`config.mk`:
```
export PLATFORM = sky130hd
export DESIGN_NAME = mem_arbiter
export DESIGN_NICKNAME = d
export VERILOG_FILES = /design/src/rtl/mem_arbiter.sv
export SDC_FILE = /design/constraint.sdc
export NUM_CORES = 1
export LEC_CHECK = 0
export CAP_MARGIN = 20
export CORE_ASPECT_RATIO = 1.75
export CORE_MARGIN = 4
export CORE_UTILIZATION = 30
export DETAILED_ROUTE_END_ITERATION = 10
export PLACE_DENSITY = 0.68
export SLEW_MARGIN = 20
export SYNTH_ARGS = -nofsm -noshare
export SYNTH_HDL_FRONTEND = slang
export SYNTH_SLANG_ARGS = --single-unit
```
`constraint.sdc`:
```
create_clock -name clock -period 5.2 [get_ports clock]
set_input_delay 1.04 -clock clock [delete_from_list [all_inputs] [get_ports clock]]
set_output_delay 1.04 -clock clock [all_outputs]
set_load 0.01 [all_outputs]
```
`src/rtl/mem_arbiter.sv`:
```
// Two-requester (CPU / DMA) arbiter in front of a single-port memory with a
// fixed access latency; round-robin on ties, one transaction at a time.
module mem_arbiter #(
  parameter int ADDR_W = 8,
  parameter int DATA_W = 8,
  parameter int WAIT   = 2
) (
  input  logic              clock,
  input  logic              n_reset,

  input  logic              cpu_req,
  input  logic              cpu_we,
  input  logic [ADDR_W-1:0] cpu_addr,
  input  logic [DATA_W-1:0] cpu_wdata,
  output logic              cpu_ack,
  output logic [DATA_W-1:0] cpu_rdata,

  input  logic              dma_req,
  input  logic              dma_we,
  input  logic [ADDR_W-1:0] dma_addr,
  input  logic [DATA_W-1:0] dma_wdata,
  output logic              dma_ack,
  output logic [DATA_W-1:0] dma_rdata,

  output logic              mem_en,
  output logic              mem_we,
  output logic [ADDR_W-1:0] mem_addr,
  output logic [DATA_W-1:0] mem_wdata,
  input  logic [DATA_W-1:0] mem_rdata,

  output logic              busy
);

  localparam logic [1:0] IDLE   = 2'd0;
  localparam logic [1:0] ACCESS = 2'd1;
  localparam logic [1:0] DONE   = 2'd2;

  localparam logic GRANT_CPU = 1'b0;
  localparam logic GRANT_DMA = 1'b1;

  localparam logic [3:0] CNT_LOAD = 4'(WAIT - 1);

  logic [1:0]        state;
  logic [3:0]        cnt;
  logic              last_grant;
  logic              grant;
  logic              pick_dma;
  logic              any_req;
  logic [ADDR_W-1:0] lat_addr;
  logic [DATA_W-1:0] lat_wdata;
  logic              lat_we;
  logic [DATA_W-1:0] cpu_rdata_q;
  logic [DATA_W-1:0] dma_rdata_q;
  logic              last_access;

  assign any_req     = cpu_req | dma_req;
  assign last_access = (state == ACCESS) && (cnt == 4'd0);

  // On a tie the requester that did not win last time goes next.
  always_comb begin
    pick_dma = 1'b0;
    if (cpu_req && dma_req)
      pick_dma = (last_grant == GRANT_CPU);
    else
      pick_dma = dma_req;
  end

  always_ff @(posedge clock or negedge n_reset) begin
    if (!n_reset) begin
      state      <= IDLE;
      cnt        <= 4'd0;
      last_grant <= GRANT_DMA;
      grant      <= GRANT_CPU;
      lat_addr   <= '0;
      lat_wdata  <= '0;
      lat_we     <= 1'b0;
    end else begin
      case (state)
        IDLE: begin
          if (any_req) begin
            state      <= ACCESS;
            cnt        <= CNT_LOAD;
            grant      <= pick_dma;
            last_grant <= pick_dma;
            lat_addr   <= pick_dma ? dma_addr  : cpu_addr;
            lat_wdata  <= pick_dma ? dma_wdata : cpu_wdata;
            lat_we     <= pick_dma ? dma_we    : cpu_we;
          end
        end
        ACCESS: begin
          if (cnt == 4'd0)
            state <= DONE;
          else
            cnt <= cnt - 4'd1;
        end
        DONE: begin
          state <= IDLE;
        end
        default: begin
          state <= IDLE;
        end
      endcase
    end
  end

  // Read data lands on the edge that closes the final access cycle.
  always_ff @(posedge clock or negedge n_reset) begin
    if (!n_reset) begin
      cpu_rdata_q <= '0;
      dma_rdata_q <= '0;
    end else if (last_access && !lat_we) begin
      if (grant == GRANT_DMA)
        dma_rdata_q <= mem_rdata;
      else
        cpu_rdata_q <= mem_rdata;
    end
  end

  assign mem_en    = (state == ACCESS);
  assign mem_we    = (state == ACCESS) && lat_we;
  assign mem_addr  = (state == ACCESS) ? lat_addr  : '0;
  assign mem_wdata = (state == ACCESS) ? lat_wdata : '0;

  assign cpu_ack   = (state == DONE) && (grant == GRANT_CPU);
  assign dma_ack   = (state == DONE) && (grant == GRANT_DMA);
  assign cpu_rdata = cpu_rdata_q;
  assign dma_rdata = dma_rdata_q;
  assign busy      = (state != IDLE);

endmodule

```
==> results of run 1 <==
-- worst paths after layout --
path | startpoint | endpoint | slack, ns | cells past startpoint
max | state[0]$_DFFE_PN0P_ | mem_we | 1.96 | 4
min | lat_wdata[5]$_DFFE_PN0P_ | lat_wdata[5]$_DFFE_PN0P_ | 0.50 | 1
max reg2reg | cnt[0]$_DFFE_PN0P_ | dma_rdata[2]$_DFFE_PN0P_ | 3.14 | 5
min reg2reg | lat_wdata[5]$_DFFE_PN0P_ | lat_wdata[5]$_DFFE_PN0P_ | 0.50 | 1
max in group asynchronous | n_reset | lat_addr[3]$_DFFE_PN0P_ | 3.72 | 1
min in group asynchronous | n_reset | lat_addr[7]$_DFFE_PN0P_ | 0.90 | 1
-- registers in the layout, summed over array words and instances, names as in the netlist --
name,flops
cnt,4
cpu_rdata,8
dma_rdata,8
grant,1
last_grant,1
lat_addr,8
lat_wdata,8
lat_we,1
state,2
-- where the power goes --
part / leakage, nW / internal, mW / switching [mW] / total (mW)
registers: 0.483 / 0.484 / 0.0985 / 0.582
clock network: 0.0799 / 0.203 / 0.113 / 0.316
logic: 0.675 / 0.551 / 0.339 / 0.890
-- synth_stat cells (all sizes together) (2+ instances only) --
cell | n | area share, %
clkbuf | 2 | 0.37
dfrtp | 40 | 49
ha | 2 | 1.2
inv | 2 | 0.37
mux2 | 50 | 28
o21ai | 5 | 1.2
o31ai | 2 | 0.74
nor3b | 2 | 0.98
and2 | 18 | 5.5
nor2 | 3 | 1.4
buf | 5 | 2.5
nand2 | 2 | 0.37
nand3 | 3 | 0.98
a21oi | 2 | 0.49
-- layer usage --
layer	part of all wire [%]	vias up	track usage [%]
li1	-	707	-
met1	35	702	10.7
met2	60	36	23.7
met3	3.5	4	2.56
met4	1.5	0	4.99
met5	0	-	0
-- layout by cell type (no fill, tap or decap), types with 2 or more instances in the layout --
master	Yosys	final
nand3_1	2	2
a21oi_1	2	2
clkbuf_8	0	2
and2_1	18	18
clkdlybuf4s50_1	0	81
o31ai_1	2	2
dfrtp_1	40	40
mux2_2	50	50
inv_1	2	2
o21ai_0	5	5
clkbuf_16	0	5
nor2_1	2	2
nand2_1	2	2
ha_1	2	2
-- critical path: cells and delay by family, from the launching register on --
kind,cells,cell delay [ns]
flops,1,0.49
buf+inv,2,0.81
simple gates,2,0.62
-- layout make-up --
| class | instances | area (µm²) | area share, % |
|---|---|---|---|
| Multi-Input combinational cell | 103 | 941 | 30.8 |
| Tap cell | 82 | 103 | 3.35 |
| Sequential cell | 41 | 1030 | 33.6 |
| Timing Repair Buffer | 83 | 823 | 26.9 |
| Clock inverter | 1 | 5.00 | 0.164 |
| Inverter | 2 | 7.51 | 0.245 |
| Clock buffer | 7 | 153 | 4.99 |
-- cell families after synthesis --
kind of cell / synth area share [%]
flip-flops: 50.5
AO/OA/AOI/OAI: 4.18
adder cells (fa/ha/maj): 1.23
AND/OR/NAND/NOR: 13.2
multiplexers: 27.7
buffers and inverters: 3.20
==> metrics, run 1 <==
CTS buffer count 5; synthesized area 2030 µm²; Layout Cells excl Fill 319; crit path DAT 2.20 ns; CTS Sinks 41; 1st-iter DRT viols 76; final setup fails 0; # port buffers 82; kind of critical path flip-flop to output pin; pre-CTS setup slack 2.22 ns; wire length per cell 14.7 µm; unrepaired setup endpoints after global routing no; Startpoint Class flip-flop; layout cells sized above 1 28.7%; DP HPWL 3.66 mm; syn_nets 201; cells after synthesis 153; sequential cell area fraction in the yosys report 50.5%; initial antenna violation count 0; Cell Area, Placed 2900 µm²; Peak supply drop 0.331 mV; total power 1.79 mW; Resized cells post-CTS 0; Synth Warn # 0; post-route setup slack 1.96 ns; DRT Pass-1 Iters 4; clock skew 0.00353 ns; Clock Tree Root clkbuf_16; H-tree Lvls 2; n_diodes 0; setup tns final 0 ns; row cnt 39; Slew HR 38.2%; CTS tree built; DRC viols 0; pwr dens 585 nW/µm²; largest net degree at the start of global routing 42; post-route ant nets 0; Max Fclk 308 MHz; asr flop ratio synth 100%; GR Util All Layers 11.6%; final hold vios 0; Synth Register Bits 41; syn_area_per_cell 13.3 µm²; total grt overflow 0; first-pass GRT wire length 7.35 mm; crit-path cells nor2b_1 -> buf_4 -> and2_1 -> clkdlybuf4s50_1; Area Growth Syn to Fin 50.5%; CP endpoint kind output pin; layout filler cell count 646; CP Data Required Time 4.16 ns; Die X 70.2 µm; worst hold slack 0.498 ns; status completed; Most used DFF post-synth dfrtp_1; Max Root-Sink Buffers 2; Clock Latency Late Sink 0.27 ns; drt total wl 4.70 mm; die area 8210 µm²; Max Transition Viols Final 0; Finished Cell Area 3060 µm²; Post-Route Utilization 46.8%; postcts setup bufs 0; placed instance count 311; Critical Path Max Stage Delay 0.53 ns; worst-path fanout max 14; RePlAce Congestion 0.722; hold_buf cts 0; core area 6540 µm²; total of max-cap violations 0; Final Cycle Share 62.4%; clock slew at reported path FFs 0.06 ns; Die Ht 117 µm; min cycle time layout 3.24 ns; Via-to-Cell Ratio 4.54; via count 1449; LEAKAGE 1.24 nW; CP max-delay cell clkdlybuf4s50_1; I/O pin count 83; Nets 284; Min-Delay Path Class flip-flop to flip-flop; number of enable flip-flop cells after synthesis 0; Worst Max-Slew Pin Slew 0.926 ns; Netlist cell types 33; vias in the first global route 1546; initial core utilization 31.1%
(Power assumes the default switching activity.)
==> run 2: changes to the inputs <==
Settings changed: PLACE_DENSITY 0.68 to 0.71.
Clock period 5.2 ns to 2.7 ns, I/O delays scaled along.
==> metrics, run 2 (same netlist as run 1, synthesis figures left out) <==
post-route ant nets 0 (unchanged); layout filler cell count 633 (-2.0%); total power 3.46 mW (+93%); wire length per cell 15.3 µm (+3.9%); worst hold slack 0.404 ns (-0.0939 ns); most frequent cells in the layout clkdlybuf4s50_1 (81), mux2_2 (50), dfrtp_1 (40); Die Ht 117 µm (unchanged); pre-CTS setup slack 0.374 ns (-1.85 ns); first-pass GRT wire length 7.82 mm (+6.5%); postcts setup bufs 0 (unchanged); Slew HR 38.0% (-0.24 points); CTS Sinks 41 (unchanged); Critical Path Sink mem_we; row cnt 39 (unchanged); Nets 286 (+0.70%); Resized cells post-CTS 0 (unchanged); status completed; Clock Latency Late Sink 0.28 ns (about the same); CP Launch Point state[0]$_DFFE_PN0P_; Peak supply drop 0.528 mV (+59%); kind of critical path flip-flop to output pin; commonest non-fill, non-tap cell in the layout clkdlybuf4s50_1; largest net degree at the start of global routing 42 (unchanged); reg2reg setup slack 0.88 ns (-2.26 ns); GR Util All Layers 12.3% (+0.70 points); hold_buf cts 0 (unchanged); CTS tree built; crit path DAT 1.93 ns (-0.27 ns); total grt overflow 0 (unchanged); CP max-delay cell clkdlybuf4s50_1; DRT Pass-1 Iters 2 (-2); Worst Max-Slew Pin Slew 0.930 ns (+0.00365 ns); initial core utilization 31.1% (unchanged); # port buffers 82 (unchanged); unrepaired setup endpoints after global routing no; Startpoint Class flip-flop; RePlAce Congestion 0.747 (+3.4%); die area 8210 µm² (unchanged); Min-Delay Path Class input port to asynchronous set/reset pin; post-route setup slack 0.231 ns (-1.73 ns); Final Cycle Share 91.4%; crit-path cells nor2b_1 -> buf_4 -> and2_1 -> clkdlybuf4s50_1; Area Growth Syn to Fin 50.5% (about the same); r2r worst-path depth 6 (+1); pwr dens 1130 nW/µm² (+93%); min cycle time layout 2.47 ns; initial antenna violation count 0 (unchanged); Clock Tree Root clkbuf_16; worst-path fanout max 14 (unchanged); Critical Path Max Stage Delay 0.55 ns (+0.02 ns); total of max-cap violations 0 (unchanged); setup tns final 0 ns (unchanged); n_diodes 0 (unchanged); via count 1500 (+3.5%); final hold vios 0 (unchanged); 1st-iter DRT viols 59 (-22%); vias in the first global route 1674 (+8.3%); I/O pin count 83 (unchanged); Die X 70.2 µm (unchanged); drt total wl 4.92 mm (+4.6%); clock skew 0.00412 ns (+0.000586 ns); Reg-to-Reg Start cnt[0]$_DFFE_PN0P_; LEAKAGE 1.23 nW (-0.56%); core area 6540 µm² (unchanged); DRC viols 0 (unchanged); CP endpoint kind output pin; Max Root-Sink Buffers 2 (unchanged); clock slew at reported path FFs 0.06 ns (about the same); Max Transition Viols Final 0 (unchanged); CP Data Required Time 2.16 ns (-2.00 ns); CTS buffer count 5 (unchanged); final setup fails 0 (unchanged); Reg2Reg Capture Point dma_rdata[1]$_DFFE_PN0P_; DP HPWL 3.69 mm (+0.88%); layout cells sized above 1 28.9% (+0.18 points); Post-Route Utilization 46.8% (about the same); H-tree Lvls 2 (unchanged); Max Fclk 405 MHz; Via-to-Cell Ratio 4.67 (+2.9%)
[run 2: changes by cell type in the layout (fill, tap and decap cells not counted)]
cell,delta
buf_4,+2
clkbuf_1,+1
clkbuf_8,-2
clkinv_2,-1
clkinvlp_4,+2
[run 2: report_power, final]
part           leakage, nW  switching [mW]  internal [mW]
registers            0.483           0.185          0.931
clock network       0.0631           0.233          0.342
logic                0.685           0.682           1.08
[run 2: routing by layer]
layer	wire length, µm	track usage [%]	up-vias
li1	-	-	708
met1	1670	11.9	747
met2	2930	23.8	37
met3	188	2.99	8
met4	129	6.14	0
met5	0	0	-
[run 2: final cells by class]
cell class	count	area [µm²]	area share [%]
Inverter	2	7.51	0.245
Clock inverter	2	15.0	0.491
Sequential cell	41	1030	33.6
Timing Repair Buffer	85	838	27.4
Multi-Input combinational cell	103	941	30.7
Clock buffer	6	129	4.21
Tap cell	82	103	3.35
[run 2: how the worst min path moves through the flow]
stage / start / end / cells after the start
after global placement: lat_addr[0]$_DFFE_PN0P_ / lat_addr[0]$_DFFE_PN0P_ / 1
after CTS: n_reset / lat_addr[5]$_DFFE_PN0P_ / 1
after floorplan: n_reset / cnt[0]$_DFFE_PN0P_ / 0
after global routing: n_reset / lat_addr[5]$_DFFE_PN0P_ / 1
final: n_reset / lat_addr[5]$_DFFE_PN0P_ / 1
after detailed placement: lat_addr[1]$_DFFE_PN0P_ / lat_addr[1]$_DFFE_PN0P_ / 1
[run 2: metrics by stage]
step           instances  cell area [µm²]
2_1_floorplan        153             2030
3_3_place_gp         313             2920
3_5_place_dp         313             2920
4_1_cts              321             3060
5_1_grt              321             3060
6_report             321             3060
[run 2: worst max-delay path: cells and delay by family (launching register included)]
family	cells	cell delay, ns
simple gates	2	0.36
flops	1	0.52
buf+inv	2	0.76
